**src/rtl/bus_uart_tx_if.sv**
```systemverilog
// Bus-side connection of the UART transmit peripheral: the CPU write strobe,
// data byte and error-clear, plus FIFO/transmitter status and the serial line.
interface bus_uart_tx_if;
  logic [7:0] i_bus;
  logic       i_write;
  logic       i_clearErr;
  logic       o_full;
  logic       o_empty;
  logic       o_txBusy;
  logic       o_overflow;
  logic       o_tx;

  modport master (
    output i_bus, i_write, i_clearErr,
    input  o_full, o_empty, o_txBusy, o_overflow, o_tx
  );

  modport slave (
    input  i_bus, i_write, i_clearErr,
    output o_full, o_empty, o_txBusy, o_overflow, o_tx
  );
endinterface

```
**src/rtl/bus_uart_tx.sv**
```systemverilog
// bus_uart_tx: captures bytes written from the CPU bus into a small FIFO and
// serialises them as 8N1 UART frames (LSB first) on o_tx.
// Optional feature: define UART_TX_PARITY_EN to insert an even-parity bit
// between the data bits and the stop bit (11 bit times per frame).
module bus_uart_tx #(
  parameter int CLKS_PER_BIT = 868,
  parameter int FIFO_DEPTH   = 4
) (
  input  logic         i_clk,
  input  logic         i_reset,
  bus_uart_tx_if.slave bus
);

  localparam int PTR_W = $clog2(FIFO_DEPTH);
  localparam int CNT_W = $clog2(CLKS_PER_BIT);
  localparam logic [CNT_W-1:0] BAUD_LAST = CNT_W'(CLKS_PER_BIT - 1);
  localparam logic [PTR_W:0]   DEPTH_CNT = (PTR_W + 1)'(FIFO_DEPTH);

`ifdef UART_TX_PARITY_EN
  typedef enum logic [2:0] {IDLE, START, DATA, PARITY, STOP} state_e;
`else
  typedef enum logic [1:0] {IDLE, START, DATA, STOP} state_e;
`endif

  // FIFO storage and control
  logic [7:0]       mem_q [FIFO_DEPTH];
  logic [PTR_W-1:0] wr_ptr_q, wr_ptr_d;
  logic [PTR_W-1:0] rd_ptr_q, rd_ptr_d;
  logic [PTR_W:0]   count_q, count_d;
  logic             full_q, full_d;
  logic             empty_q, empty_d;
  logic             ovf_q, ovf_d;
  logic             push, drop, pop;
  logic [7:0]       head;

  // Transmitter state
  state_e           state_q, state_d;
  logic [CNT_W-1:0] baud_q, baud_d;
  logic [2:0]       bit_q, bit_d;
  logic [7:0]       shift_q, shift_d;
  logic             tx_q, tx_d;
  logic             baud_end;
`ifdef UART_TX_PARITY_EN
  logic             parity_q, parity_d;
`endif

  // A write only lands when the FIFO was not full before this edge; a pop in
  // the same cycle never frees room for it.
  assign push = bus.i_write & ~full_q;
  assign drop = bus.i_write & full_q;
  assign head = mem_q[rd_ptr_q];

  // FIFO pointer, occupancy, flag and sticky-overflow next state
  always_comb begin
    wr_ptr_d = wr_ptr_q;
    rd_ptr_d = rd_ptr_q;
    if (push) wr_ptr_d = wr_ptr_q + PTR_W'(1);
    if (pop)  rd_ptr_d = rd_ptr_q + PTR_W'(1);
    case ({push, pop})
      2'b10:   count_d = count_q + (PTR_W + 1)'(1);
      2'b01:   count_d = count_q - (PTR_W + 1)'(1);
      default: count_d = count_q;
    endcase
    full_d  = (count_d == DEPTH_CNT);
    empty_d = (count_d == '0);
    ovf_d   = ovf_q;
    if (drop)                ovf_d = 1'b1;
    else if (bus.i_clearErr) ovf_d = 1'b0;
  end

  // FIFO control registers; flags are registered from the next count so they
  // are exact in the cycle after every push/pop
  always_ff @(posedge i_clk) begin
    if (i_reset) begin
      wr_ptr_q <= '0;
      rd_ptr_q <= '0;
      count_q  <= '0;
      full_q   <= 1'b0;
      empty_q  <= 1'b1;
      ovf_q    <= 1'b0;
    end else begin
      wr_ptr_q <= wr_ptr_d;
      rd_ptr_q <= rd_ptr_d;
      count_q  <= count_d;
      full_q   <= full_d;
      empty_q  <= empty_d;
      ovf_q    <= ovf_d;
    end
  end

  // FIFO data array; contents need no reset since the pointers define validity
  always_ff @(posedge i_clk) begin
    if (push) mem_q[wr_ptr_q] <= bus.i_bus;
  end

  assign baud_end = (baud_q == BAUD_LAST);

  // Transmitter next state: bit timing, shifting and FIFO pops
  always_comb begin
    state_d = state_q;
    baud_d  = baud_q;
    bit_d   = bit_q;
    shift_d = shift_q;
    pop     = 1'b0;
    case (state_q)
      IDLE: begin
        if (!empty_q) begin
          pop     = 1'b1;
          state_d = START;
          baud_d  = '0;
          bit_d   = '0;
        end
      end
      START: begin
        if (baud_end) begin
          state_d = DATA;
          baud_d  = '0;
        end else begin
          baud_d = baud_q + CNT_W'(1);
        end
      end
      DATA: begin
        if (baud_end) begin
          baud_d  = '0;
          shift_d = {1'b0, shift_q[7:1]};
          if (bit_q == 3'd7) begin
`ifdef UART_TX_PARITY_EN
            state_d = PARITY;
`else
            state_d = STOP;
`endif
          end else begin
            bit_d = bit_q + 3'd1;
          end
        end else begin
          baud_d = baud_q + CNT_W'(1);
        end
      end
`ifdef UART_TX_PARITY_EN
      PARITY: begin
        if (baud_end) begin
          state_d = STOP;
          baud_d  = '0;
        end else begin
          baud_d = baud_q + CNT_W'(1);
        end
      end
`endif
      STOP: begin
        if (baud_end) begin
          baud_d = '0;
          // Chain straight into the next frame when more data is waiting
          if (!empty_q) begin
            pop     = 1'b1;
            state_d = START;
            bit_d   = '0;
          end else begin
            state_d = IDLE;
          end
        end else begin
          baud_d = baud_q + CNT_W'(1);
        end
      end
      default: state_d = IDLE;
    endcase
    if (pop) shift_d = head;
  end

`ifdef UART_TX_PARITY_EN
  // Even parity of the byte, captured at the moment it leaves the FIFO
  always_comb begin
    parity_d = parity_q;
    if (pop) parity_d = ^head;
  end
`endif

  // Line level for the state being entered, so o_tx is a plain register
  always_comb begin
    tx_d = 1'b1;
    case (state_d)
      START:   tx_d = 1'b0;
      DATA:    tx_d = shift_d[0];
`ifdef UART_TX_PARITY_EN
      PARITY:  tx_d = parity_d;
`endif
      default: tx_d = 1'b1;
    endcase
  end

  // Transmitter control registers; reset aborts any frame in progress
  always_ff @(posedge i_clk) begin
    if (i_reset) begin
      state_q <= IDLE;
      baud_q  <= '0;
      bit_q   <= '0;
      tx_q    <= 1'b1;
    end else begin
      state_q <= state_d;
      baud_q  <= baud_d;
      bit_q   <= bit_d;
      tx_q    <= tx_d;
    end
  end

  // Shift register (and parity) hold data only, loaded on every pop
  always_ff @(posedge i_clk) begin
    shift_q  <= shift_d;
`ifdef UART_TX_PARITY_EN
    parity_q <= parity_d;
`endif
  end

  assign bus.o_full     = full_q;
  assign bus.o_empty    = empty_q;
  assign bus.o_overflow = ovf_q;
  assign bus.o_txBusy   = (state_q != IDLE);
  assign bus.o_tx       = tx_q;

endmodule

```
**src/flat_wrapper.sv**
```systemverilog
// flat-port wrapper written by rule: the top's interface ports become plain ports
module bus_uart_tx_flat 
#(
  parameter int CLKS_PER_BIT = 868,
  parameter int FIFO_DEPTH   = 4
)
  (i_clk, i_reset, bus_i_bus, bus_i_write, bus_i_clearErr, bus_o_full, bus_o_empty, bus_o_txBusy, bus_o_overflow, bus_o_tx);
  bus_uart_tx_if bus_i ();
  input  logic i_clk;
  input  logic i_reset;
  input wire logic [$bits(bus_i.i_bus)-1:0] bus_i_bus;
  input wire logic [$bits(bus_i.i_write)-1:0] bus_i_write;
  input wire logic [$bits(bus_i.i_clearErr)-1:0] bus_i_clearErr;
  output wire logic [$bits(bus_i.o_full)-1:0] bus_o_full;
  output wire logic [$bits(bus_i.o_empty)-1:0] bus_o_empty;
  output wire logic [$bits(bus_i.o_txBusy)-1:0] bus_o_txBusy;
  output wire logic [$bits(bus_i.o_overflow)-1:0] bus_o_overflow;
  output wire logic [$bits(bus_i.o_tx)-1:0] bus_o_tx;
  assign bus_i.i_bus = bus_i_bus;
  assign bus_i.i_write = bus_i_write;
  assign bus_i.i_clearErr = bus_i_clearErr;
  assign bus_o_full = bus_i.o_full;
  assign bus_o_empty = bus_i.o_empty;
  assign bus_o_txBusy = bus_i.o_txBusy;
  assign bus_o_overflow = bus_i.o_overflow;
  assign bus_o_tx = bus_i.o_tx;
  bus_uart_tx #(.CLKS_PER_BIT(CLKS_PER_BIT), .FIFO_DEPTH(FIFO_DEPTH)) u_core (.i_clk(i_clk), .i_reset(i_reset), .bus(bus_i));
endmodule
```
**config.mk**
```make
export PLATFORM = sky130hd
export DESIGN_NAME = bus_uart_tx_flat
export DESIGN_NICKNAME = d
export VERILOG_FILES = /design/src/rtl/bus_uart_tx_if.sv /design/src/rtl/bus_uart_tx.sv /design/src/flat_wrapper.sv
export SDC_FILE = /design/constraint.sdc
export NUM_CORES = 1
export LEC_CHECK = 0
export BUFFER_PORTS_ARGS = -buffer_cell sky130_fd_sc_hd__buf_2
export CORE_AREA = 2 2 104 126
export CTS_CLUSTER_DIAMETER = 80
export CTS_CLUSTER_SIZE = 30
export DETAILED_ROUTE_END_ITERATION = 10
export DIE_AREA = 0 0 106 128
export PLACE_DENSITY = 0.43
export SKIP_CTS_REPAIR_TIMING = 1
export SLEW_MARGIN = 20
export SYNTH_ARGS = -nofsm -noshare
export SYNTH_HDL_FRONTEND = slang
export SYNTH_SLANG_ARGS = --single-unit
```
**constraint.sdc**
```tcl
create_clock -name i_clk -period 3.2 [get_ports i_clk]
set_input_delay 0.16 -clock i_clk [delete_from_list [all_inputs] [get_ports i_clk]]
set_output_delay 0.16 -clock i_clk [all_outputs]
set_load 0.03 [all_outputs]
```
After elaboration in Yosys (flattened, before gate mapping)
Memories as Yosys holds them, arrays and structs flattened. A register that Yosys moved wholly into a read port is not among the register bits.
Cells that the tools add are included.
W data, S select, Z words.
{"block": "word_totals", "regBits": 34, "mem_bits_rw": 32, "in_bits": 12, "n_memories": 1}
{"block": "op_classes", "add_sub_neg": 6, "eq_ne": 14, "n_mux": 29, "bitwise": 3, "reduce_logical": 10}
{"name": "u_core.mem_q", "words": 4, "width": 8, "rd": 1, "rd_ports_with_merged_regs": 1, "wr": 1, "line_no": "bus_uart_tx.sv:26", "rtl": "logic [7:0] mem_q [FIFO_DEPTH];"}
{"cell": "$mux W8", "count": 3}
{"cell": "$mux W10", "count": 2}
{"cell": "$pmux W10 S2", "count": 1}
{"cell": "$mux W2", "count": 7}
{"cell": "$mux W3", "count": 4}
{"cell": "$add A10 B1 Y10 const B", "count": 1}
{"cell": "$eq A10 B10 Y1 const B", "count": 1}
{"cell": "$pmux W3 S3", "count": 1}
{"cell": "$eq A2 B2 Y1 const B", "count": 4}
{"cell": "$pmux W2 S4", "count": 1}
{"cell": "$reduce_bool A2 Y1", "count": 4}
{"cell": "$mux W1", "count": 7}
{"cell": "$add A3 B1 Y3 const B", "count": 2}
{"cell": "$eq A2 B1 Y1 const B", "count": 3}
{"cell": "$eq A3 B3 Y1 const B", "count": 2}
{"cell": "$pmux W3 S2", "count": 1}
{"cell": "$add A2 B1 Y2 const B", "count": 2}
{"cell": "$ne A2 B1 Y1 const B", "count": 2}
{"cell": "$ne A2 B2 Y1 const B", "count": 2}
{"cell": "$pmux W1 S2", "count": 2}
{"cell": "$reduce_and A4 Y1", "count": 1}
{"cell": "$logic_not A3 Y1", "count": 1}
{"cell": "$reduce_bool A3 Y1", "count": 1}
{"cell": "$reduce_or A3 Y1", "count": 1}
{"cell": "5 further kinds", "count": 6}

Longest topological paths before layout
Gate-level depths: netlist of run 1.
{"block": "logic_depth", "depth_word": 6, "depth_mapped": 14}

Worst setup path after synthesis of run 1
Ideal clock, no wire load.
{"block": "synth_timing", "path_type": "register to register", "from": "reg u_core.baud_q[0]", "to": "reg u_core.empty_q, in the netlist u_core.bus.o_empty", "setup_ns": 0.070, "arrival_ns": 2.723, "slack_ns": 0.408, "stages_incl_launch_ff": 14, "path_buffers": 1, "period_less_slack_ns": 2.792, "path_cell_list": "dfxtp_1 > ha_1 > and4bb_2 > a41oi_1 > nor3_2 > buf_2 > ha_1 > inv_1 > fa_1 > xor2_1 > nor2_1 > xnor2_1 > nor2_1 > a21oi_1"}
{"block": "synth_between", "elab_chain_cells": 6, "elab_cells_between_ends": 7, "cone_classes": "3 x eq/ne; 3 x mux; 1 x reduce/logical"}
{"item": "start, declared", "line_no": "bus_uart_tx.sv:38", "rtl": "logic [CNT_W-1:0] baud_q, baud_d;"}
{"item": "start signal, assigned", "line_no": "bus_uart_tx.sv:199", "rtl": "baud_q <= baud_d;"}
{"item": "$eq A10 B10 Y1 *", "line_no": "bus_uart_tx.sv:96", "rtl": "assign baud_end = (baud_q == BAUD_LAST);"}
{"item": "$mux W1 *", "line_no": "bus_uart_tx.sv:150", "rtl": "if (baud_end) begin"}
{"item": "$pmux W1 S2 *", "line_no": "bus_uart_tx.sv:105", "rtl": "case (state_q)"}
{"item": "$eq A2 B1 Y1 or $eq A2 B2 Y1 (tied branches)", "line_no": "bus_uart_tx.sv:59", "rtl": "case ({push, pop})"}
{"item": "$pmux W3 S2 *", "line_no": "bus_uart_tx.sv:59"}
{"item": "$logic_not A3 Y1 *", "line_no": "bus_uart_tx.sv:65", "rtl": "empty_d = (count_d == '0);"}
{"item": "end signal, assigned", "line_no": "bus_uart_tx.sv:86", "rtl": "empty_q <= empty_d;"}
{"item": "end, declared", "line_no": "bus_uart_tx.sv:31", "rtl": "logic empty_q, empty_d;"}
Mark *: on every way between the ends. The rest lies on a longest branch, timed or not.
A chain may end at the register's enable or synchronous reset.

Worst setup path in the final report of run 1
Ends and elaborated chain as after synthesis.

==> out/qor.yml, run 1 <==
status:
  status: "complete, no violations"
clocking:
  cts_made_buffers: 9
  cts_buffer_depth: 2
  cts.htree.levels: 3
  path_clk_slew_ns: 0.06
  clkSinkCount: 68
  clkLatencyLatePin_ns: 0.33
  cts_tree: "done"
  cts-root-buf: "clkbuf_16"
global_routing:
  grt_pass1_wl_mm: 9.78
  grt_overflow: 0
  track_usage_pct: 9.47
  antenna_found_initial: 0
  grt_max_degree: 27
  grt_pass1_vias: 1955
layout:
  postLayoutCellArea_um2: 3580
  stdcell_count: 439
  n_antenna_cell: 0
  layout.nets: 296
  area_delta_synth_final_pct: 17.4
  post-route-util_pct: 28.8
  drive_above_1_share_pct: 17.5
synth:
  synth_ff_type: "edfxtp_1"
  syn_avg_cell_area_um2: 12.1
  synth-seq-area-share_pct: 57.5
  synth_enable_flop_cells: 39
  syn_nets: 278
  synth.cell_area_um2: 3050
  yosys.cell_types.count: 51
  async_reset_ff_share_pct: 0
  synth_xor_area_share_pct: 1.72
  synth_common_cells: "39 x edfxtp_1, 29 x dfxtp_1, 25 x nor2_1"
  synth_top_area_cell: "edfxtp_1"
  synth_compound_gate_area_share_pct: 8.37
  synth_mux_area_share_pct: 7.88
  synth.most_common_cell: "edfxtp_1"
  synthSimpleGateAreaFrac_pct: 15.9
  synth_area_leaders: "edfxtp_1 38%, dfxtp_1 19%, mux4_2 5.9%"
  synth_top_family_by_area: "simple AND/OR/NAND/NOR gates"
  netlist_instances: 252
  synth_top_area_share_pct: 38.4
  synth-seq-cells: 68
  yosys_warnings: 0
  synth_fa_ha_area_share_pct: 5.99
timing:
  fmax_mhz: 384
  fin_crit_sh_pct: 81.4
  rsz0062_at_grt: "no"
  slew_viol_final: 0
  period_minus_slack_ns: 2.60
  hold_violations: 0
  finalSetupViolCount: 0
  slew_headroom_pct: 52.1
  setup_tns_ns: 0
  tightest_slew_ns: 0.715
  finClkSkew_ns: 0.00312
floorplanning:
  core_um2: 12400
  die_area_um2: 13600
  die_h_um: 128
  ios: 17
  rows: 45
  die-width_um: 106
  initial_utilization_pct: 24.5
critical_path:
  cp_max_fo: 5
  worstRegToRegCells: 12
  rrSetupSlack_ns: 0.60
  r2r_start: "u_core.baud_q[0]"
  r2r-end: "u_core.bus.o_empty"
  end_kind: "flop"
  crit_arrival_ns: 2.87
  required_ns: 3.46
  start_kind: "flop"
  critical_path_class: "flop to flop"
worst_hold_path:
  hold_class: "input pin to flop"
  whs_endpoint: "u_core.mem_q[1][5]"
  hp-start: "bus_i_bus[5]"
  hold_depth: 1
detailed_routing:
  vias: 1922
  ant_nets: 0
  routedWlPerCell_um: 13.2
  drt-pass1-iter-count: 4
  first_iter_violations: 56
  routed_wl_mm: 5.80
  avgViaCountPerCell: 4.38
  drc: 0
placement:
  hpwl_mm: 3.97
  gp_congestion: 0.726
  placed_cells: 423
  port_buffers: 16
  placed_area_um2: 3300
power:
  p_leak_uw: 0.00127
  powerDensity_nw_per_um2: 799
  vdd_drop_max_v: 0.000333
job:
  drv_cap: 0
[report_power, final]
part	internal, uW	switching, uW
clock	526	376
sequential	1100	111
combinational	310	432
total	1940	918
[sequential cells by signal, summed over array words and instances (netlist names), named ones only]
| name | cells |
|---|---|
| u_core.bus.o_overflow | 1 |
| u_core.state_q | 2 |
| u_core.rd_ptr_q | 2 |
| u_core.shift_q | 8 |
| u_core.mem_q | 32 |
| u_core.bus.o_tx | 1 |
| u_core.bus.o_empty | 1 |
| u_core.baud_q | 10 |
| u_core.wr_ptr_q | 2 |
| u_core.bus.o_full | 1 |
| u_core.count_q | 3 |
| u_core.bit_q | 3 |
[through the flow]
| stage | hold WS [ns] | power, uW | setup slack [ns] |
|---|---|---|---|
| 6_report | 0.0403 | 2860 | 0.595 |
| 5_1_grt | 0.0347 | 3060 | 0.363 |
| 4_1_cts | 0.0234 | 2920 | 0.570 |
| 3_5_place_dp | 0.377 | 1990 | 0.609 |
| 3_3_place_gp | 0.373 | 1990 | 0.660 |
| 2_1_floorplan | 0.259 | 1790 | 0.408 |
[area by class of cell]
type	instances	area, um2
Inverter	11	41.3
Fill cell	1276	8860
Multi-Input combinational cell	163	1210
Tap cell	164	205
Timing Repair Buffer	17	87.6
Sequential cell	68	1750
Clock buffer	9	225
Clock inverter	7	52.6
[metal layers]
metal	vias up	global-route usage [%]	part of all wire (%)
li1	959	-	-
met1	913	10.3	44
met2	38	16.8	51
met3	12	2.75	3.0
met4	0	4.64	2.0
met5	-	0	0
[cell usage in the layout (no fill, tap or decap), drive strengths merged, types with 4 or more instances in the layout]
master  instances
a21oi          11
and2            9
and3            5
buf            17
clkbuf          9
dfxtp          29
edfxtp         39
ha             13
inv            12
mux2i           6
mux4            8
nand2          22
nor2           25
nor3            4
o21ai          12
xnor2           4
[critical path, stage by stage, from the launching register on]
cell and delay, ns:
dfxtp_1 0.36, ha_1 0.23, and4bb_2 0.29, a41oi_1 0.17, nor3_2 0.19, ha_1 0.21, inv_1 0.06, fa_1 0.41
xor2_1 0.15, nor2_1 0.12, xnor2_1 0.15, nor2_1 0.08, a21oi_1 0.12
[worst max-delay path by stage]
stage | to | start | cells past startpoint
finish | u_core.bus.o_empty | u_core.baud_q[0] | 12
global route | u_core.bus.o_empty | u_core.baud_q[0] | 12
CTS | u_core.bus.o_empty | u_core.baud_q[0] | 12
detailed placement | u_core.bus.o_empty | u_core.baud_q[0] | 12
global placement | u_core.bus.o_empty | u_core.baud_q[0] | 12
floorplan | u_core.bus.o_empty | u_core.baud_q[0] | 13
[logic make-up (layout without fill, tap and decap cells)]
kind of cell,Yosys count,in the layout
AO/OA/AOI/OAI,40,40
XOR/XNOR,6,6
adder cells (fa/ha/maj),14,14
buffers and inverters,21,44
flip-flops,68,68
multiplexers,14,14
AND/OR/NAND/NOR,89,89
Note: power is estimated with default switching activity, not from simulation.
==> run 2, diff against run 1 <==
--- a/config.mk
+++ b/config.mk
@@ -11,7 +11,7 @@
 export CTS_CLUSTER_SIZE = 30
 export DETAILED_ROUTE_END_ITERATION = 10
 export DIE_AREA = 0 0 106 128
-export PLACE_DENSITY = 0.43
+export PLACE_DENSITY = 0.44
 export SKIP_CTS_REPAIR_TIMING = 1
 export SLEW_MARGIN = 20
 export SYNTH_ARGS = -nofsm -noshare
==> constraint.sdc (replaced) <==
create_clock -name i_clk -period 2.1 [get_ports i_clk]
set_input_delay 0.105 -clock i_clk [delete_from_list [all_inputs] [get_ports i_clk]]
set_output_delay 0.105 -clock i_clk [all_outputs]
set_load 0.03 [all_outputs]
==> run 2 against run 1 <==
Against the previous run:
- the run now ends with negative setup slack left
- wire length rose by 7.2%
- flip-flop and latch count did not move
- setup slack got worse by 0.77 ns
- sequential power rose by 48%
- total power rose by 69%
- clock-buffer cell count did not move
- register-to-register slack got worse by 0.77 ns
==> out/qor.yml, run 2 (synthesized netlist as in run 1, its figures left out) <==
status:
  status: "complete, but fails checks"
  violations: "negative setup slack"
placement:
  hpwl_mm: 4.41  # +11%
  dp_slack_ns: -0.289  # -0.898 ns
  placed_cells: 453  # +7.1%
  placed_area_um2: 3580  # +8.5%
  port_buffers: 16  # unchanged
  gp_congestion: 0.779  # +7.3%
layout:
  drive_above_1_share_pct: 30.0  # +13 points
  final_cell_mix: "39 x edfxtp_1, 32 x buf_4, 27 x dfxtp_1"
  reg_top3: "u_core.mem_q: 32 flops, u_core.baud_q: 10 flops, u_core.shift_q: 8 flops"
  layout.nets: 334  # +13%
  postLayoutCellArea_um2: 4000  # +12%
  stdcell_count: 477  # +8.7%
  mostFrequentLayoutCell: "edfxtp_1"
  largest_register_ffs: 32  # unchanged
  area_delta_synth_final_pct: 31.3
  nFillCells: 1270  # -0.47%
  regMostFlops: "u_core.mem_q"
  n_antenna_cell: 0  # unchanged
critical_path:
  critical_path_class: "flop to flop"
  startpoint: "u_core.baud_q[1]"
  rrSetupSlack_ns: -0.17  # -0.77 ns
  start_kind: "flop"
  crit_slowest_cell: "dfxtp_2"
  path_cells: "ha_4 -> and4bb_2 -> a41oi_4 -> nor3_4 -> ha_4 -> inv_2 -> fa_2 -> xor2_1 -> nor2_2 -> xnor2_2 -> nor2_1 -> a21oi_1"
  required_ns: 2.32  # -1.14 ns
  cp_common_cell: "ha_4"
  r2r_start: "u_core.baud_q[1]"
  crit_arrival_ns: 2.49  # -0.38 ns
  end_kind: "flop"
  cp_max_fo: 2  # -3
  cpPeakStageDelay_ns: 0.35  # -0.06 ns
  worstRegToRegCells: 12  # unchanged
  r2r-end: "u_core.bus.o_empty"
  crit_path_end: "u_core.bus.o_empty"
floorplanning:
  ios: 17  # unchanged
  initial_utilization_pct: 24.5  # unchanged
  die_area_um2: 13600  # unchanged
  core_um2: 12400  # unchanged
  die-width_um: 106  # unchanged
  die_h_um: 128  # unchanged
  rows: 45  # unchanged
global_routing:
  grt_max_degree: 18  # -33%
  grt_busiest_layer: "met2"
  grt_pass1_wl_mm: 10.5  # +7.7%
  grt_use_met3_pct: 3.10  # +0.36 points
  use_met2_pct: 18.1  # +1.3 points
  antenna_found_initial: 0  # unchanged
  grt_overflow: 0  # unchanged
  grt_pass1_vias: 2159  # +10%
  track_usage_pct: 10.3  # +0.79 points
  met1_usage_pct: 11.3  # +0.98 points
timing:
  slew_headroom_pct: 69.2  # +17 points
  slew_viol_final: 0  # unchanged
  whs_ns: 0.00281  # -0.0375 ns
  hold_violations: 0  # unchanged
  rsz0062_at_grt: "yes"
  setup_ws_ns: -0.170  # -0.765 ns
  fin_crit_sh_pct: 108  # +27 points
  tightest_slew_ns: 0.462  # -0.253 ns
  finalSetupViolCount: 4  # +4
  fmax_mhz: 441  # +15%
  finClkSkew_ns: 0.00622  # +0.00310 ns
  period_minus_slack_ns: 2.27  # -0.335 ns
clocking:
  path_clk_slew_ns: 0.06  # about the same
  cts-root-buf: "clkbuf_16"
  cts_tree: "done"
  cts_made_buffers: 9  # unchanged
  clkSinkCount: 68  # unchanged
  cts.htree.levels: 3  # unchanged
  cts_buffer_depth: 2  # unchanged
  clkLatencyLatePin_ns: 0.33  # about the same
power:
  swShare_pct: 31.6  # -0.50 points
  powerDensity_nw_per_um2: 1210  # +51%
  fin_total_pwr_uw: 4840  # +69%
  p_leak_uw: 0.00149  # +17%
  p_seq_share_pct: 37.0  # -5.5 points
  vdd_drop_max_v: 0.000641  # +92%
  switchingPower_uw: 1530  # +67%
  p_comb_share_pct: 31.0  # +5.0 points
  clkPwrFrac_pct: 32.0  # +0.5 points
  p_int_uw: 3310  # +71%
job:
  drv_cap: 0  # unchanged
detailed_routing:
  routed_wl_mm: 6.22  # +7.2%
  ant_nets: 0  # unchanged
  vias: 2041  # +6.2%
  routedWlPerCell_um: 13.0  # -1.3%
  drc: 0  # unchanged
  avgViaCountPerCell: 4.28  # -2.3%
  drt-pass1-iter-count: 4  # unchanged
  first_iter_violations: 66  # +18%
worst_hold_path:
  hold_class: "input pin to flop"
## run 2: how the worst min path moves through the flow
stage	cells after the start	endpoint	startpoint
CTS	1	u_core.mem_q[1][4]	bus_i_bus[4]
global placement	1	u_core.mem_q[1][3]	bus_i_bus[3]
finish	1	u_core.mem_q[1][0]	bus_i_bus[0]
global route	1	u_core.mem_q[2][0]	bus_i_bus[0]
floorplan	0	u_core.mem_q[0][0]	bus_i_bus[0]
detailed placement	1	u_core.mem_q[3][4]	bus_i_bus[4]
## run 2: layer usage
layer / part of all wire [%] / vias to the layer above
met1: 43 / 968
met2: 52 / 28
met5: 0 / -
met3: 3.4 / 8
met4: 1.5 / 0
li1: - / 1037
## run 2: final cells by class
| class | instances | area, um2 | share of cell area, % |
|---|---|---|---|
| clock inverters | 7 | 83.8 | 2.09 |
| inverters | 11 | 41.3 | 1.03 |
| clock buffers | 9 | 225 | 5.63 |
| repair buffers | 55 | 390 | 9.75 |
| flip-flops and latches | 68 | 1750 | 43.8 |
| well taps | 164 | 205 | 5.13 |
| multi-input cells | 163 | 1300 | 32.5 |
## run 2: power by group through the flow
stage,clock (uW),combinational [uW],sequential (uW)
2_1_floorplan,0,1020,1830
3_3_place_gp,0,1450,1820
3_5_place_dp,0,1460,1820
4_1_cts,1600,1470,1800
5_1_grt,1640,1690,1820
6_report,1550,1500,1790
## run 2: critical path: cells and delay by family (launching register included)
kind                       cells  cell delay (ns)
AOI/OAI and AO/OA              2             0.17
xor gates and xnor gates       2             0.32
adders and majority gates      3             0.62
buffers and inverters          1             0.03
DFF                            1             0.35
and+or+nand+nor                4             0.66
## run 2: metrics by stage
step	TNS [ns]	utilization, %
final	-0.370	32.2
after global routing	-0.869	32.2
after floorplan	-1.40	-
after detailed placement	-0.793	28.8
after global placement	-0.515	28.8
after CTS	-0.906	31.3
